[config.mk]
export PLATFORM = sky130hd
export DESIGN_NAME = fc0_match_stage_flat
export DESIGN_NICKNAME = d
export VERILOG_FILES = /design/src/rtl/fc0_pkg.sv /design/src/rtl/fc0_match_stage_if.sv /design/src/rtl/fc0_match_store.sv /design/src/rtl/fc0_match_stage.sv /design/src/flat_wrapper.sv
export SDC_FILE = /design/constraint.sdc
export NUM_CORES = 1
export LEC_CHECK = 0
export ABC_AREA = 1
export CAP_MARGIN = 10
export CORE_MARGIN = 10
export CORE_UTILIZATION = 55
export CTS_CLUSTER_DIAMETER = 30
export DETAILED_ROUTE_END_ITERATION = 10
export DONT_BUFFER_PORTS = 1
export GPL_TIMING_DRIVEN = 0
export PLACE_DENSITY = 0.75
export SLEW_MARGIN = 10
export SYNTH_ARGS = -nofsm -noshare
export SYNTH_HDL_FRONTEND = slang
export SYNTH_SLANG_ARGS = --single-unit
[constraint.sdc]
create_clock -name clk -period 4.85 [get_ports clk]
set_input_delay 0.485 -clock clk [delete_from_list [all_inputs] [get_ports clk]]
set_output_delay 0.485 -clock clk [all_outputs]
set_load 0.03 [all_outputs]
[src/rtl/fc0_pkg.sv]
// rtl/fc0_pkg.sv - shared types and default widths for the fc0 match stage
package fc0_pkg;

   localparam int DEF_NODE_W = 16;
   localparam int DEF_GEN_W  = 12;
   localparam int DEF_OPR_W  = 32;

   typedef enum logic [1:0] {
      ST_IDLE  = 2'd0,
      ST_MATCH = 2'd1,
      ST_EMIT  = 2'd2
   } fc0_state_e;

   typedef struct packed {
      logic                  lr;
      logic [DEF_NODE_W-1:0] node;
      logic [DEF_GEN_W-1:0]  gen;
      logic [DEF_OPR_W-1:0]  opr;
      logic                  uni_opr;
      logic [1:0]            mem_wen;
   } token_t;

   typedef struct packed {
      logic [DEF_NODE_W-1:0] node;
      logic [DEF_GEN_W-1:0]  gen;
      logic [DEF_OPR_W-1:0]  oprl;
      logic [DEF_OPR_W-1:0]  oprr;
      logic                  uni;
      logic [1:0]            mem_wen;
   } fire_t;

endpackage

[src/rtl/fc0_match_stage_if.sv]
// rtl/fc0_match_stage_if.sv - merged-token input and fired-packet output handshakes
interface fc0_match_stage_if
   import fc0_pkg::*;
#(
   parameter int NODE_W = DEF_NODE_W,
   parameter int GEN_W  = DEF_GEN_W,
   parameter int OPR_W  = DEF_OPR_W
);
   logic              in_valid;
   logic              in_ready;
   logic              lr_i;
   logic [NODE_W-1:0] node_i;
   logic [GEN_W-1:0]  gen_i;
   logic [OPR_W-1:0]  opr_i;
   logic              uni_opr_i;
   logic [1:0]        mem_wen_i;

   logic              out_valid;
   logic              out_ready;
   logic [NODE_W-1:0] node_o;
   logic [GEN_W-1:0]  gen_o;
   logic [OPR_W-1:0]  oprl_o;
   logic [OPR_W-1:0]  oprr_o;
   logic              uni_o;
   logic [1:0]        mem_wen_o;

   modport master (
      output in_valid, lr_i, node_i, gen_i, opr_i, uni_opr_i, mem_wen_i, out_ready,
      input  in_ready, out_valid, node_o, gen_o, oprl_o, oprr_o, uni_o, mem_wen_o
   );

   modport slave (
      input  in_valid, lr_i, node_i, gen_i, opr_i, uni_opr_i, mem_wen_i, out_ready,
      output in_ready, out_valid, node_o, gen_o, oprl_o, oprr_o, uni_o, mem_wen_o
   );
endinterface

[src/rtl/fc0_match_store.sv]
// rtl/fc0_match_store.sv - waiting-matching store: parallel key compare, lowest-index encoders, occupancy
module fc0_match_store #(
   parameter int DEPTH = 8,
   parameter int KEY_W = 28,
   parameter int OPR_W = 32,
   localparam int IDX_W = $clog2(DEPTH),
   localparam int OCC_W = $clog2(DEPTH + 1)
) (
   input  logic             clk,
   input  logic             rst,
   input  logic [KEY_W-1:0] i_key,
   input  logic             i_lr,
   input  logic [OPR_W-1:0] i_opr,
   input  logic             i_ins,
   input  logic             i_take,
   output logic             o_opp_hit,
   output logic             o_same_hit,
   output logic             o_full,
   output logic [OPR_W-1:0] o_opp_opr,
   output logic [OCC_W-1:0] o_occ
);
   logic [DEPTH-1:0] r_vld;
   logic [DEPTH-1:0] r_lr;
   logic [KEY_W-1:0] r_key [DEPTH];
   logic [OPR_W-1:0] r_opr [DEPTH];
   logic [OCC_W-1:0] r_occ;

   logic             w_opp_hit;
   logic             w_same_hit;
   logic             w_free;
   logic [IDX_W-1:0] w_opp_idx;
   logic [IDX_W-1:0] w_free_idx;

   // Scan from the top down so the lowest matching index is the last one written.
   always_comb begin
      w_opp_hit  = 1'b0;
      w_same_hit = 1'b0;
      w_free     = 1'b0;
      w_opp_idx  = '0;
      w_free_idx = '0;
      for (int i = DEPTH - 1; i >= 0; i--) begin
         if (r_vld[i] && (r_key[i] == i_key)) begin
            if (r_lr[i] != i_lr) begin
               w_opp_hit = 1'b1;
               w_opp_idx = IDX_W'(i);
            end else begin
               w_same_hit = 1'b1;
            end
         end
         if (!r_vld[i]) begin
            w_free     = 1'b1;
            w_free_idx = IDX_W'(i);
         end
      end
   end

   always_ff @(posedge clk) begin
      if (rst) begin
         r_vld <= '0;
         r_occ <= '0;
      end else if (i_ins && w_free) begin
         r_vld[w_free_idx] <= 1'b1;
         r_lr[w_free_idx]  <= i_lr;
         r_key[w_free_idx] <= i_key;
         r_opr[w_free_idx] <= i_opr;
         r_occ             <= r_occ + OCC_W'(1);
      end else if (i_take && w_opp_hit) begin
         r_vld[w_opp_idx] <= 1'b0;
         r_occ            <= r_occ - OCC_W'(1);
      end
   end

   assign o_opp_hit  = w_opp_hit;
   assign o_same_hit = w_same_hit;
   assign o_full     = !w_free;
   assign o_opp_opr  = r_opr[w_opp_idx];
   assign o_occ      = r_occ;
endmodule

[src/rtl/fc0_match_stage.sv]
// rtl/fc0_match_stage.sv - firing-control stage pairing dyadic operands; FC0_STATS_EN adds event counters
module fc0_match_stage
   import fc0_pkg::*;
#(
   parameter int DEPTH  = 8,
   parameter int NODE_W = DEF_NODE_W,
   parameter int GEN_W  = DEF_GEN_W,
   parameter int OPR_W  = DEF_OPR_W,
   localparam int OCC_W = $clog2(DEPTH + 1)
) (
   input  logic                clk,
   input  logic                rst,
   fc0_match_stage_if.slave    bus,
   output logic [OCC_W-1:0]    occ_o,
   output logic                ovf_o,
   output logic                dup_o
`ifdef FC0_STATS_EN
   ,
   output logic [15:0]         fire_cnt_o,
   output logic [15:0]         store_cnt_o,
   output logic [15:0]         drop_cnt_o
`endif
);
   typedef struct packed {
      logic              lr;
      logic [NODE_W-1:0] node;
      logic [GEN_W-1:0]  gen;
      logic [OPR_W-1:0]  opr;
      logic              uni_opr;
      logic [1:0]        mem_wen;
   } tok_t;

   fc0_state_e        r_state;
   tok_t              r_tok;
   logic              r_in_ready;
   logic              r_out_valid;
   logic [NODE_W-1:0] r_node;
   logic [GEN_W-1:0]  r_gen;
   logic [OPR_W-1:0]  r_oprl;
   logic [OPR_W-1:0]  r_oprr;
   logic              r_uni;
   logic [1:0]        r_wen;
   logic              r_ovf;
   logic              r_dup;

   logic              w_in_fire;
   logic              w_out_fire;
   logic              w_bypass;
   logic              w_dyadic;
   logic              w_opp_hit;
   logic              w_same_hit;
   logic              w_full;
   logic              w_ins;
   logic              w_take;
   logic              w_drop;
   logic [OPR_W-1:0]  w_opp_opr;

   assign w_in_fire  = bus.in_valid && r_in_ready;
   assign w_out_fire = r_out_valid && bus.out_ready;
   assign w_bypass   = r_tok.uni_opr || (r_tok.mem_wen != 2'b00);
   assign w_dyadic   = (r_state == ST_MATCH) && !w_bypass;
   assign w_take     = w_dyadic && w_opp_hit;
   assign w_ins      = w_dyadic && !w_opp_hit && !w_same_hit && !w_full;
   assign w_drop     = w_dyadic && !w_opp_hit && (w_same_hit || w_full);

   fc0_match_store #(
      .DEPTH (DEPTH),
      .KEY_W (NODE_W + GEN_W),
      .OPR_W (OPR_W)
   ) u_store (
      .clk        (clk),
      .rst        (rst),
      .i_key      ({r_tok.node, r_tok.gen}),
      .i_lr       (r_tok.lr),
      .i_opr      (r_tok.opr),
      .i_ins      (w_ins),
      .i_take     (w_take),
      .o_opp_hit  (w_opp_hit),
      .o_same_hit (w_same_hit),
      .o_full     (w_full),
      .o_opp_opr  (w_opp_opr),
      .o_occ      (occ_o)
   );

   always_ff @(posedge clk) begin
      if (rst) begin
         r_state     <= ST_IDLE;
         r_tok       <= '0;
         r_in_ready  <= 1'b0;
         r_out_valid <= 1'b0;
         r_node      <= '0;
         r_gen       <= '0;
         r_oprl      <= '0;
         r_oprr      <= '0;
         r_uni       <= 1'b0;
         r_wen       <= 2'b00;
         r_ovf       <= 1'b0;
         r_dup       <= 1'b0;
      end else begin
         case (r_state)
            ST_IDLE: begin
               r_in_ready <= 1'b1;
               if (w_in_fire) begin
                  r_tok      <= '{bus.lr_i, bus.node_i, bus.gen_i, bus.opr_i,
                                  bus.uni_opr_i, bus.mem_wen_i};
                  r_in_ready <= 1'b0;
                  r_state    <= ST_MATCH;
               end
            end
            ST_MATCH: begin
               if (w_bypass) begin
                  r_node      <= r_tok.node;
                  r_gen       <= r_tok.gen;
                  r_oprl      <= r_tok.opr;
                  r_oprr      <= '0;
                  r_uni       <= 1'b1;
                  r_wen       <= r_tok.mem_wen;
                  r_out_valid <= 1'b1;
                  r_state     <= ST_EMIT;
               end else if (w_opp_hit) begin
                  // An incoming right token pairs with a waiting left, and vice versa.
                  r_node      <= r_tok.node;
                  r_gen       <= r_tok.gen;
                  r_oprl      <= r_tok.lr ? w_opp_opr : r_tok.opr;
                  r_oprr      <= r_tok.lr ? r_tok.opr : w_opp_opr;
                  r_uni       <= 1'b0;
                  r_wen       <= 2'b00;
                  r_out_valid <= 1'b1;
                  r_state     <= ST_EMIT;
               end else begin
                  if (w_same_hit) begin
                     r_dup <= 1'b1;
                  end else if (w_full) begin
                     r_ovf <= 1'b1;
                  end
                  r_in_ready <= 1'b1;
                  r_state    <= ST_IDLE;
               end
            end
            ST_EMIT: begin
               if (w_out_fire) begin
                  r_out_valid <= 1'b0;
                  r_in_ready  <= 1'b1;
                  r_state     <= ST_IDLE;
               end
            end
            default: begin
               r_in_ready <= 1'b0;
               r_state    <= ST_IDLE;
            end
         endcase
      end
   end

`ifdef FC0_STATS_EN
   logic [15:0] r_fire_cnt;
   logic [15:0] r_store_cnt;
   logic [15:0] r_drop_cnt;

   always_ff @(posedge clk) begin
      if (rst) begin
         r_fire_cnt  <= '0;
         r_store_cnt <= '0;
         r_drop_cnt  <= '0;
      end else begin
         if (w_take && (r_fire_cnt != 16'hFFFF)) r_fire_cnt <= r_fire_cnt + 16'd1;
         if (w_ins && (r_store_cnt != 16'hFFFF)) r_store_cnt <= r_store_cnt + 16'd1;
         if (w_drop && (r_drop_cnt != 16'hFFFF)) r_drop_cnt <= r_drop_cnt + 16'd1;
      end
   end

   assign fire_cnt_o  = r_fire_cnt;
   assign store_cnt_o = r_store_cnt;
   assign drop_cnt_o  = r_drop_cnt;
`endif

   assign bus.in_ready  = r_in_ready;
   assign bus.out_valid = r_out_valid;
   assign bus.node_o    = r_node;
   assign bus.gen_o     = r_gen;
   assign bus.oprl_o    = r_oprl;
   assign bus.oprr_o    = r_oprr;
   assign bus.uni_o     = r_uni;
   assign bus.mem_wen_o = r_wen;
   assign ovf_o         = r_ovf;
   assign dup_o         = r_dup;
endmodule

[src/flat_wrapper.sv]
// flat-port wrapper written by rule: the top's interface ports become plain ports
module fc0_match_stage_flat import fc0_pkg::*;
#(
   parameter int DEPTH  = 8,
   parameter int NODE_W = DEF_NODE_W,
   parameter int GEN_W  = DEF_GEN_W,
   parameter int OPR_W  = DEF_OPR_W,
   localparam int OCC_W = $clog2(DEPTH + 1)
)
  (clk, rst, occ_o, ovf_o, dup_o, bus_in_valid, bus_lr_i, bus_node_i, bus_gen_i, bus_opr_i, bus_uni_opr_i, bus_mem_wen_i, bus_out_ready, bus_in_ready, bus_out_valid, bus_node_o, bus_gen_o, bus_oprl_o, bus_oprr_o, bus_uni_o, bus_mem_wen_o);
  fc0_match_stage_if #(.NODE_W(NODE_W), .GEN_W(GEN_W), .OPR_W(OPR_W)) bus_i ();
  input  logic clk;
  input  logic rst;
  output logic [OCC_W-1:0] occ_o;
  output logic ovf_o;
  output logic dup_o;
  input wire logic [$bits(bus_i.in_valid)-1:0] bus_in_valid;
  input wire logic [$bits(bus_i.lr_i)-1:0] bus_lr_i;
  input wire logic [$bits(bus_i.node_i)-1:0] bus_node_i;
  input wire logic [$bits(bus_i.gen_i)-1:0] bus_gen_i;
  input wire logic [$bits(bus_i.opr_i)-1:0] bus_opr_i;
  input wire logic [$bits(bus_i.uni_opr_i)-1:0] bus_uni_opr_i;
  input wire logic [$bits(bus_i.mem_wen_i)-1:0] bus_mem_wen_i;
  input wire logic [$bits(bus_i.out_ready)-1:0] bus_out_ready;
  output wire logic [$bits(bus_i.in_ready)-1:0] bus_in_ready;
  output wire logic [$bits(bus_i.out_valid)-1:0] bus_out_valid;
  output wire logic [$bits(bus_i.node_o)-1:0] bus_node_o;
  output wire logic [$bits(bus_i.gen_o)-1:0] bus_gen_o;
  output wire logic [$bits(bus_i.oprl_o)-1:0] bus_oprl_o;
  output wire logic [$bits(bus_i.oprr_o)-1:0] bus_oprr_o;
  output wire logic [$bits(bus_i.uni_o)-1:0] bus_uni_o;
  output wire logic [$bits(bus_i.mem_wen_o)-1:0] bus_mem_wen_o;
  assign bus_i.in_valid = bus_in_valid;
  assign bus_i.lr_i = bus_lr_i;
  assign bus_i.node_i = bus_node_i;
  assign bus_i.gen_i = bus_gen_i;
  assign bus_i.opr_i = bus_opr_i;
  assign bus_i.uni_opr_i = bus_uni_opr_i;
  assign bus_i.mem_wen_i = bus_mem_wen_i;
  assign bus_i.out_ready = bus_out_ready;
  assign bus_in_ready = bus_i.in_ready;
  assign bus_out_valid = bus_i.out_valid;
  assign bus_node_o = bus_i.node_o;
  assign bus_gen_o = bus_i.gen_o;
  assign bus_oprl_o = bus_i.oprl_o;
  assign bus_oprr_o = bus_i.oprr_o;
  assign bus_uni_o = bus_i.uni_o;
  assign bus_mem_wen_o = bus_i.mem_wen_o;
  fc0_match_stage #(.DEPTH(DEPTH), .NODE_W(NODE_W), .GEN_W(GEN_W), .OPR_W(OPR_W)) u_core (.clk(clk), .rst(rst), .bus(bus_i), .occ_o(occ_o), .ovf_o(ovf_o), .dup_o(dup_o));
endmodule
[Word-level counts from Yosys, hierarchy flattened]
Memories as Yosys holds them, arrays and structs flattened.
Cells that the tools add are included.
Storage, ports and cells
  register bits after elaboration: 185
  bits of input ports: 68
  word-level logic and storage cells: 199
  RAM bits: 480
  memories: 2
Operators by class
  add/subtract/negate cells: 2
  equal/unequal tests: 23
  multiplexer cells: 104
  reductions and logical operators: 36
  bitwise operators: 8
  order comparisons: 4
Memory list
  u_core.u_store.r_opr: words 8, bits a word 32, read ports 1, clocked after Yosys merged registers in 0, wr ports 1, RTL line fc0_match_store.sv:25  | logic [OPR_W-1:0] r_opr [DEPTH];
  u_core.u_store.r_key: words 8, bits a word 28, read ports 8, clocked after Yosys merged registers in 0, wr ports 1, RTL line fc0_match_store.sv:24  | logic [KEY_W-1:0] r_key [DEPTH];
Operator list (number)
  equality test 28 bit: 8
  2-to-1 mux 32 bit: 6
  2-to-1 mux 3 bit: 24
  2-to-1 mux 1 bit: 54
  2-to-1 mux 16 bit: 2
  2-to-1 mux 12 bit: 2
  logical AND 1 bit: 19
  2-to-1 mux 8 bit: 2
  2-to-1 mux 2 bit: 6
  bitwise AND 8 bit: 1
  bitwise mux 8 bit: 1
  < comparator 3 x 4 -> 1 bit (second input constant): 2
  2-to-1 mux 4 bit: 2
  inequality test 1 bit: 8
  inverter 8 bit: 1
  bitwise OR 8 bit: 1
  AND reduction 2 bit: 4
  nonzero test 2 bit: 4
  demux 1 bit (select 3 bit): 2
  greater-or-equal comparator 3 x 1 -> 1 bit (second input constant): 2
  case mux 2 bit (3 select lines): 1
  AND reduction 3 bit: 2
  inverter 1 bit: 5
  AND reduction 5 bit: 1
  other kinds (13): 17

[Logic depth before layout (Yosys ltp)]
Gate-level depths: netlist of run 1.
  word-level depth: 25
  mapped depth: 27
  depth with buffers taken out: 24

[By module]
Synthesis of run 1 repeated with hierarchy kept, for this count alone.
Second synthesis, totals
  cells, all modules: 3538
  area, all modules: 31184.9 µm²
Modules (own cells, without submodules)
  fc0_match_store: instances 1, seq. area each 14894.3 µm², cells each 2522, area an instance 24237.0 µm²
  fc0_match_stage: instances 1, seq. area each 3303.2 µm², cells each 1016, area an instance 6947.9 µm²

[Worst setup path before layout of run 1]
Ideal clock, no wire load.
  path kind: flip-flop to flip-flop
  start: register u_core.r_tok[47] (netlist name)
  end: memory u_core.u_store.r_key[4][0] (enable)
  stages on the path, launching flop included: 18
  library setup time: 0.481 ns
  arrival time: 4.685 ns
  buffers on the path: 2
  setup slack: -0.316 ns
  period minus slack after synthesis: 5.166 ns
  cell sequence: dfxtp_1 > buf_4 > inv_2 > buf_4 > or2_1 > nand4_1 > nor2_1 > nand4_1 > nor2_1 > nand3_4 > nand2_4 > nor2_4 > nand3_1 > nor2_2 > nand2_2 > nor2_4 > nand2_2 > nor2_1
Between the ends
  cells in the longest elaborated chain, start to end: 25
RTL lines
  start: declaration: RTL line fc0_match_stage.sv:34  | tok_t r_tok;
  start signal: assignment: RTL line fc0_match_stage.sv:104  | r_tok <= '{bus.lr_i, bus.node_i, bus.gen_i, bus.opr_i,
  equality test 28 bit: RTL line fc0_match_store.sv:42  | if (r_vld[i] && (r_key[i] == i_key)) begin
  logical AND 1 bit: RTL line fc0_match_store.sv:42
  2-to-1 mux 1 bit: RTL line fc0_match_store.sv:42
  2-to-1 mux 1 bit: RTL line fc0_match_store.sv:43  | if (r_lr[i] != i_lr) begin
  2-to-1 mux 1 bit: RTL line fc0_match_store.sv:42
  2-to-1 mux 1 bit: RTL line fc0_match_store.sv:43
  2-to-1 mux 1 bit: RTL line fc0_match_store.sv:42
  2-to-1 mux 1 bit: RTL line fc0_match_store.sv:43
  [8 not listed]
  2-to-1 mux 1 bit: RTL line fc0_match_store.sv:42
  logical NOT 1 bit: RTL line fc0_match_stage.sv:63  | assign w_ins = w_dyadic && !w_opp_hit && !w_same_hit && !w_full;
  logical AND 1 bit: RTL line fc0_match_stage.sv:63
  logical AND 1 bit * (2 in a row): RTL line fc0_match_stage.sv:63
  logical AND 1 bit *: RTL line fc0_match_store.sv:61  | end else if (i_ins && w_free) begin
  2-to-1 mux 1 bit *: RTL line fc0_match_store.sv:61
  2-to-1 mux 1 bit *: RTL line fc0_match_store.sv:58  | if (rst) begin
  2-to-1 mux 1 bit (not written as such) *: RTL line fc0_match_store.sv:64  | r_key[w_free_idx] <= i_key;
  end: declaration: RTL line fc0_match_store.sv:24
Mark *: on every way between the ends. The rest lies on a longest branch, timed or not.

[Final worst setup path of run 1]
  start: register u_core.r_tok[50] (netlist name)
  end: memory u_core.u_store.r_key[3][1] (enable)
Same word-level chain as after synthesis.

==> metrics.md, run 1 <==
| Metric | Value |
|---|---|
| Max-cap violations | `0` |
| Post-Route WL | `113 mm` |
| WL per Instance | `26.3 um` |
| Crit path kind | `flip-flop to flip-flop` |
| CTS Buffer Depth | `3` |
| Core footprint | `54900 um^2` |
| Setup WS post-layout | `-0.0161 ns` |
| Final Hold Fails | `0` |
| Most frequent cells in the layout | `692 x nand2_1, 488 x edfxtp_1, 409 x inv_1` |
| Non-filler instance count after layout | `4299` |
| DRT Pass-1 Iters | `6` |
| Crit. End Element | `flip-flop` |
| Largest net degree at the start of global routing | `47` |
| Layout cell share with drive strength beyond 1 | `12.8%` |
| Cell Area, Placed | `31800 um^2` |
| Unrepaired setup endpoints after global routing | `false` |
| Leakage power total | `15.4 nW` |
| Metal2 WL | `47.1 mm` |
| Routed met1 length | `43.7 mm` |
| Register bit count reported by yosys | `665` |
| Worst R2R Path Depth | `16` |
| Placed insts | `3961` |
| Failing checks | `setup timing` |
| Register area | `18200 um^2` |
| Post-Route Skew | `0.0344 ns` |
| Clock sink count | `665` |
| Netlist cell types | `49` |
| EDFF count, synth | `488` |
| Commonest non-fill, non-tap cell in the layout | `nand2_1` |
| Status | `finished, violations left` |
| Worst-Skew Late Latency | `0.75 ns` |
| DR DRC count | `0` |
| Worst EP arrival | `5.25 ns` |
| Fin. max-slew vios | `0` |
| Multi-input gate area | `9730 um^2` |
| Die Span X | `255 um` |
| Pwr Density | `531 nW/um^2` |
| Post-route clock period utilization | `100%` |
| Rows | `86` |
| Mapped Area | `30400 um^2` |
| Slew @ Worst Pin | `1.17 ns` |
| Hold Path Class | `primary input to flip-flop` |
| Vias in the first global route | `24383` |
| Initial antenna violation count | `6` |
| CTS clk-pin slew, worst paths | `0.05 ns` |
| Die H | `255 um` |
| FMAX | `206 MHz` |
| ANT nets after route | `0` |
| Drt via density | `6.09` |
| IO Pins | `171` |
| Setup TNS | `-0.160 ns` |
| Placer Congestion | `1.02` |
| Synth async-reset ratio | `0%` |
| Post-synthesis net count | `3314` |
| Slew headroom | `21.3%` |
| DIE AREA | `65100 um^2` |
| Most common flop cell mapped by yosys | `edfxtp_1` |
| Syn_area_per_cell | `9.39 um^2` |
| CTS tree | `yes` |
| Nets@finish | `3548` |
| Syn Inst Count | `3239` |
| First-pass GRT wire length | `161 mm` |
| Register area share after synthesis | `59.8%` |
| Global route total overflow | `0` |
| Clock root buffer | `clkbuf_16` |
| Min Tclk post-route | `4.87 ns` |
| 1st-iter DRT viols | `4207` |
| CP Launch Type | `flip-flop` |
| Required @ worst endpoint | `5.24 ns` |
| IO buf count | `0` |
| Synth Warn # | `0` |
| Final Instance Area | `37500 um^2` |
| Gr usage total | `34.3%` |
| Fillers | `4130` |
| Max rail drop VDD | `0.478 mV` |
| Area grow syn2layout | `23.3%` |
| Hold path cells | `2` |
| Largest fanout on the critical path | `46` |
| Hpwl dp | `76.5 mm` |
| Top sig layer | `met5` |
| Vias | `26166` |
| Initial core utilization | `55.4%` |
| H-tree depth | `4` |
| Met3 WL | `17.8 mm` |
| CTS Buf Count | `140` |
| Final setup violation count | `12` |
==> kinds of logic (layout without fill, tap and decap cells) <==
logic type	count (synthesis)	after routing	synth area share, %
flip-flops	665	665	59.8
AND/OR/NAND/NOR	1482	1483	22.0
buffers and inverters	593	946	8.37
adder cells (fa/ha/maj)	7	7	0.313
AO/OA/AOI/OAI	424	424	7.56
other	0	2	0
XOR/XNOR	68	68	1.96
==> critical path, stage by stage, from the launching register on <==
cell and delay (ns):
dfxtp_1 1.05, inv_2 0.35, or2_2 0.39, nand4_1 0.08, nor2_1 0.05, nand2_1 0.05, nor2_1 0.04, nand3_1 0.23
nand2_1 0.09, nor2_1 0.29, nand3_1 0.32, nor2_2 0.27, nand2_2 0.17, nor2_4 0.18, nand4_1 0.22, inv_4 0.36
buf_16 0.31
==> power breakdown <==
group,switching [mW],internal (mW)
Combinational,1.89,0.698
Sequential,0.757,6.63
Clock,3.38,6.57
==> flip-flops by register name, summed over array words and instances, names as in the netlist, 2 cells and up <==
signal,flops
u_core.r_tok,64
u_core.u_store.r_lr,8
u_core.u_store.r_opr,256
u_core.bus.gen_o,12
u_core.u_store.o_occ,4
u_core.u_store.r_key,224
u_core.bus.node_o,16
u_core.bus.mem_wen_o,2
u_core.u_store.r_vld,8
u_core.r_state,2
u_core.bus.oprl_o,32
u_core.bus.oprr_o,32
==> cells in the mapped netlist, types with 4 or more instances <==
cell | number | share of area (%)
nand3_2 | 5 | 0.16
a21oi_1 | 205 | 3.4
nor3_1 | 33 | 0.54
nor3b_1 | 8 | 0.20
a211oi_1 | 34 | 0.84
nor4_1 | 11 | 0.23
nand2_1 | 692 | 8.5
buf_6 | 23 | 0.85
nand4_1 | 95 | 2.0
and3_1 | 5 | 0.10
o21ai_0 | 123 | 2.0
nand3b_1 | 36 | 0.89
or2_2 | 42 | 0.86
inv_2 | 28 | 0.35
ha_1 | 6 | 0.25
buf_2 | 30 | 0.49
xnor2_1 | 34 | 0.98
clkbuf_1 | 66 | 0.81
buf_4 | 29 | 0.72
xor2_1 | 34 | 0.98
inv_1 | 411 | 5.1
dfxtp_1 | 177 | 12
buf_1 | 4 | 0.049
nand3_1 | 274 | 4.5
or2_1 | 20 | 0.41
nand2_2 | 11 | 0.23
nor2_1 | 236 | 2.9
o2111ai_1 | 9 | 0.26
o22ai_1 | 14 | 0.29
edfxtp_1 | 488 | 48
o21ai_1 | 28 | 0.46
==> worst paths after layout <==
path,end,from,slack (ns)
max,u_core.u_store.r_key[3][1],u_core.r_tok[50],-0.02
max reg2reg,u_core.u_store.r_key[3][1],u_core.r_tok[50],-0.02
min reg2reg,u_core.r_tok[2],u_core.r_tok[2],0.47
min,u_core.u_store.r_vld[0],rst,0.03
==> metal layers <==
metal  up-vias  track usage [%]
met5         -                0
met1     12371             47.7
met3       301             12.7
met4         6             13.0
met2      2106             48.0
li1      11382                -
==> per-stage QoR <==
step	worst slack (ns)	total power, mW	hold WS (ns)	utilization, %
after CTS	0.0375	19.7	0.00222	68.2
after detailed placement	-0.401	9.84	0.461	58.0
after global placement	-4.53	9.80	0.456	57.0
after floorplan	-0.316	8.55	0.445	-
after global routing	0.00998	20.4	0.0233	68.4
final	-0.0161	19.9	0.0256	68.4
==> cell type report <==
| class | count | share of cell area (%) |
|---|---|---|
| flip-flops and latches | 665 | 48.5 |
| multi-input cells | 1982 | 25.9 |
| clock buffers | 175 | 10.3 |
| inverters | 441 | 4.43 |
| repair buffers | 91 | 3.08 |
| clock inverters | 87 | 3.04 |
| plain buffers | 152 | 2.37 |
| well taps | 704 | 2.35 |
| diodes | 2 | 0.0133 |
==> repair_timing <==
item	4_1_cts	5_1_grt
resized for setup	2	3
hold buffers	60	0
endpoints found under the hold margin	60	0
pin swaps	1	5
endpoints found under the setup margin	156	241
buffers inserted	0	13
cloned	1	0
No activity file was read; power rests on OpenSTA's default activity.
==> run 2, diff against run 1 <==
- ABC_AREA: 1 -> 0
==> metrics.md, run 2 <==
| Metric | Value |
|---|---|
| CP Launch Type | `flip-flop (unchanged)` |
| CTS tree | `yes (unchanged)` |
| Required @ worst endpoint | `5.42 ns (was 5.24 ns)` |
| Hold Path Class | `primary input to flip-flop (unchanged)` |
| Max reg flops | `256 (unchanged)` |
| Rows | `82 (was 86)` |
| Crit. End Element | `flip-flop (unchanged)` |
| Netlist cell types | `60 (was 49)` |
| Leading area contributor after synthesis | `edfxtp_1 (unchanged)` |
| Synth top area cells | `edfxtp_1 53%, dfxtp_1 13%, xnor2_1 4.8% (was edfxtp_1 48%, dfxtp_1 12%, nand2_1 8.5%)` |
| Slew @ Worst Pin | `1.27 ns (was 1.17 ns)` |
| Clock sink count | `665 (unchanged)` |
| Synth async-reset ratio | `0% (unchanged)` |
| Synth Warn # | `0 (unchanged)` |
| Clk pwr share | `54.6% (was 50.0%)` |
| FMAX | `208 MHz (was 206 MHz)` |
| 1st-iter DRT viols | `2996 (was 4207)` |
| Post-route clock period utilization | `99.0% (was 100%)` |
| Most common flop cell mapped by yosys | `edfxtp_1 (unchanged)` |
| Non-filler instance count after layout | `3311 (was 4299)` |
| Global route total overflow | `0 (unchanged)` |
| Status | `completed (was finished, violations left)` |
| CTS Buf Count | `118 (was 140)` |
| Switching share of power | `22.9% (was 30.3%)` |
| Initial antenna violation count | `0 (was 6)` |
| Vias in the first global route | `20962 (was 24383)` |
| Mapped Area | `27900 um^2 (was 30400 um^2)` |
| Post-synthesis net count | `2407 (was 3314)` |
| Unrepaired setup endpoints after global routing | `false (unchanged)` |
| Final Hold Fails | `0 (unchanged)` |
| Vias | `21299 (was 26166)` |
| Die H | `245 um (was 255 um)` |
| Initial core utilization | `55.5% (was 55.4%)` |
| EDFF count, synth | `488 (unchanged)` |
| Syn Inst Count | `2332 (was 3239)` |
| IO Pins | `171 (unchanged)` |
| Hpwl dp | `59.5 mm (was 76.5 mm)` |
| Die Span X | `245 um (was 255 um)` |
| ANT nets after route | `0 (unchanged)` |
| Share of the synthesized area in the top cell type | `52.6% (was 48.2%)` |
| H-tree depth | `3 (was 4)` |
| Final setup violation count | `0 (was 12)` |
| Register bit count reported by yosys | `665 (unchanged)` |
| Slew headroom | `15.6% (was 21.3%)` |
| Comb power frac | `4.1% (was 13.0%)` |
| Worst-Skew Late Latency | `0.68 ns (was 0.75 ns)` |
| Area grow syn2layout | `21.9% (was 23.3%)` |
| WL per Instance | `27.7 um (was 26.3 um)` |
| Antenna cell count | `0 (was 2)` |
| Top-count cell post-synth | `edfxtp_1 (was nand2_1)` |
| Overall Power | `15.4 mW (was 19.9 mW)` |
| Int Pwr | `11.9 mW (was 13.9 mW)` |
| Sequential power share | `41.3% (was 37.1%)` |
| Max rail drop VDD | `0.370 mV (was 0.478 mV)` |
| Switch Pwr | `3.52 mW (was 6.03 mW)` |
| Placed insts | `3021 (was 3961)` |
| DIE AREA | `60100 um^2 (was 65100 um^2)` |
| Placer Congestion | `0.970 (was 1.02)` |
| DRT Pass-1 Iters | `7 (was 6)` |
| IO buf count | `0 (unchanged)` |
| CTS clk-pin slew, worst paths | `0.05 ns (about the same)` |
| Clock root buffer | `clkbuf_16 (unchanged)` |
| Layout cell share with drive strength beyond 1 | `12.7% (was 12.8%)` |
| Largest fanout on the critical path | `10 (was 46)` |
| Min Tclk post-route | `4.80 ns (was 4.87 ns)` |
| Pwr Density | `453 nW/um^2 (was 531 nW/um^2)` |
| Core footprint | `50200 um^2 (was 54900 um^2)` |
| Syn_area_per_cell | `11.9 um^2 (was 9.39 um^2)` |
| Drt via density | `6.43 (was 6.09)` |
| Biggest regs | `u_core.u_store.r_opr: 256 flops, u_core.u_store.r_key: 224 flops, u_core.r_tok: 64 flops (unchanged)` |
| Top post-synthesis cells by count | `488 x edfxtp_1, 300 x nand2_1, 253 x nand3_1 (was 692 x nand2_1, 488 x edfxtp_1, 411 x inv_1)` |
| Largest net degree at the start of global routing | `30 (was 47)` |
| Register area share after synthesis | `65.3% (was 59.8%)` |
| Gr usage total | `29.7% (was 34.3%)` |
| Worst EP arrival | `5.37 ns (was 5.25 ns)` |
| First-pass GRT wire length | `133 mm (was 161 mm)` |
| Max-cap violations | `0 (unchanged)` |
| Most frequent cells in the layout | `488 x edfxtp_1, 300 x nand2_1, 253 x nand3_1 (was 692 x nand2_1, 488 x edfxtp_1, 409 x inv_1)` |
| Post-Route WL | `91.7 mm (was 113 mm)` |
| Final hold slack | `0.157 ns (was 0.0256 ns)` |
| Post-Route Skew | `0.0332 ns (was 0.0344 ns)` |
| Leakage power total | `12.0 nW (was 15.4 nW)` |
| Largest reg by FF count | `u_core.u_store.r_opr (unchanged)` |
| Commonest non-fill, non-tap cell in the layout | `edfxtp_1 (was nand2_1)` |
| DR DRC count | `0 (unchanged)` |
| Nets@finish | `2613 (was 3548)` |
| Crit path kind | `flip-flop to flip-flop (unchanged)` |
| CTS Buffer Depth | `3 (unchanged)` |
| Fin. max-slew vios | `0 (unchanged)` |
[run 2: critical path, stage by stage, from the launching register on]
cell and delay [ns]:
dfxtp_1 0.93, buf_6 0.33, xnor2_1 0.17, nand4_1 0.13
nor4_1 0.82, a22o_1 0.51, or3_1 0.19, buf_2 0.18
nand2_1 0.15, nor2_1 0.52, buf_2 0.44, a22oi_1 0.13
o22ai_1 0.17
[run 2: layout make-up]
cell class	instances	area [um^2]
multi-input combinational	1490	8880
buffer	153	785
timing repair buffer	86	1050
sequential	665	18200
clock buffer	141	3130
tap	672	841
fill	3510	16200
inverter	24	90.1
clock inverter	80	957
[run 2: power groups by stage]
stage | Clock [mW] | Sequential (mW) | Combinational [mW]
floorplan | 0 | 6.36 | 0.376
global placement | 0 | 6.45 | 0.553
detailed placement | 0 | 6.45 | 0.571
CTS | 8.41 | 6.34 | 0.625
global route | 8.69 | 6.35 | 0.677
finish | 8.40 | 6.35 | 0.638
[run 2: cell families after synthesis]
kind of cell	after synthesis	synth area share, %
flip-flops	665	65.3
AO/OA/AOI/OAI	315	6.90
multiplexers	29	1.04
XOR/XNOR	201	6.35
AND/OR/NAND/NOR	938	16.9
adder cells (fa/ha/maj)	7	0.341
buffers and inverters	177	3.13
[run 2: timing repair]
item / in CTS / in global routing
pin swaps: 4 / 2
hold endpoints to repair: 64 / 0
hold buffers: 64 / 0
setup endpoints to repair: 551 / 190
resized for setup: 16 / 9
setup buffers: 3 / 2
[run 2: worst paths after layout]
check / start / to / slack [ns] / depth (start not counted)
worst min register to register: u_core.r_tok[2] / u_core.r_tok[2] / 0.49 / 2
worst min-delay path: bus_out_ready / u_core.bus.out_valid / 0.16 / 4
worst max register to register: u_core.r_tok[43] / u_core.bus.oprr_o[23] / 0.05 / 12
worst max-delay path: u_core.r_tok[43] / u_core.bus.oprr_o[23] / 0.05 / 12
[run 2: through the flow]
stage	instance area (um^2)	setup TNS (ns)	setup slack, ns	util (%)
3_3_place_gp	28700	-1978.81	-4.24	57.2
3_5_place_dp	29100	-312.81	-0.935	58.1
5_1_grt	34000	0	0.0347	67.7
4_1_cts	33900	0	0.00597	67.6
2_1_floorplan	27900	-359.38	-0.739	-
6_report	34000	0	0.0503	67.7
[run 2: routing by layer]
layer  global-route usage (%)  routed length, um  vias to the layer above
li1                         -                  -                     9116
met3                     7.08               9960                      380
met2                     49.0              44200                     1510
met5                        0                  0                        -
met1                     34.8              31800                    10293
met4                     18.2               5750                        0
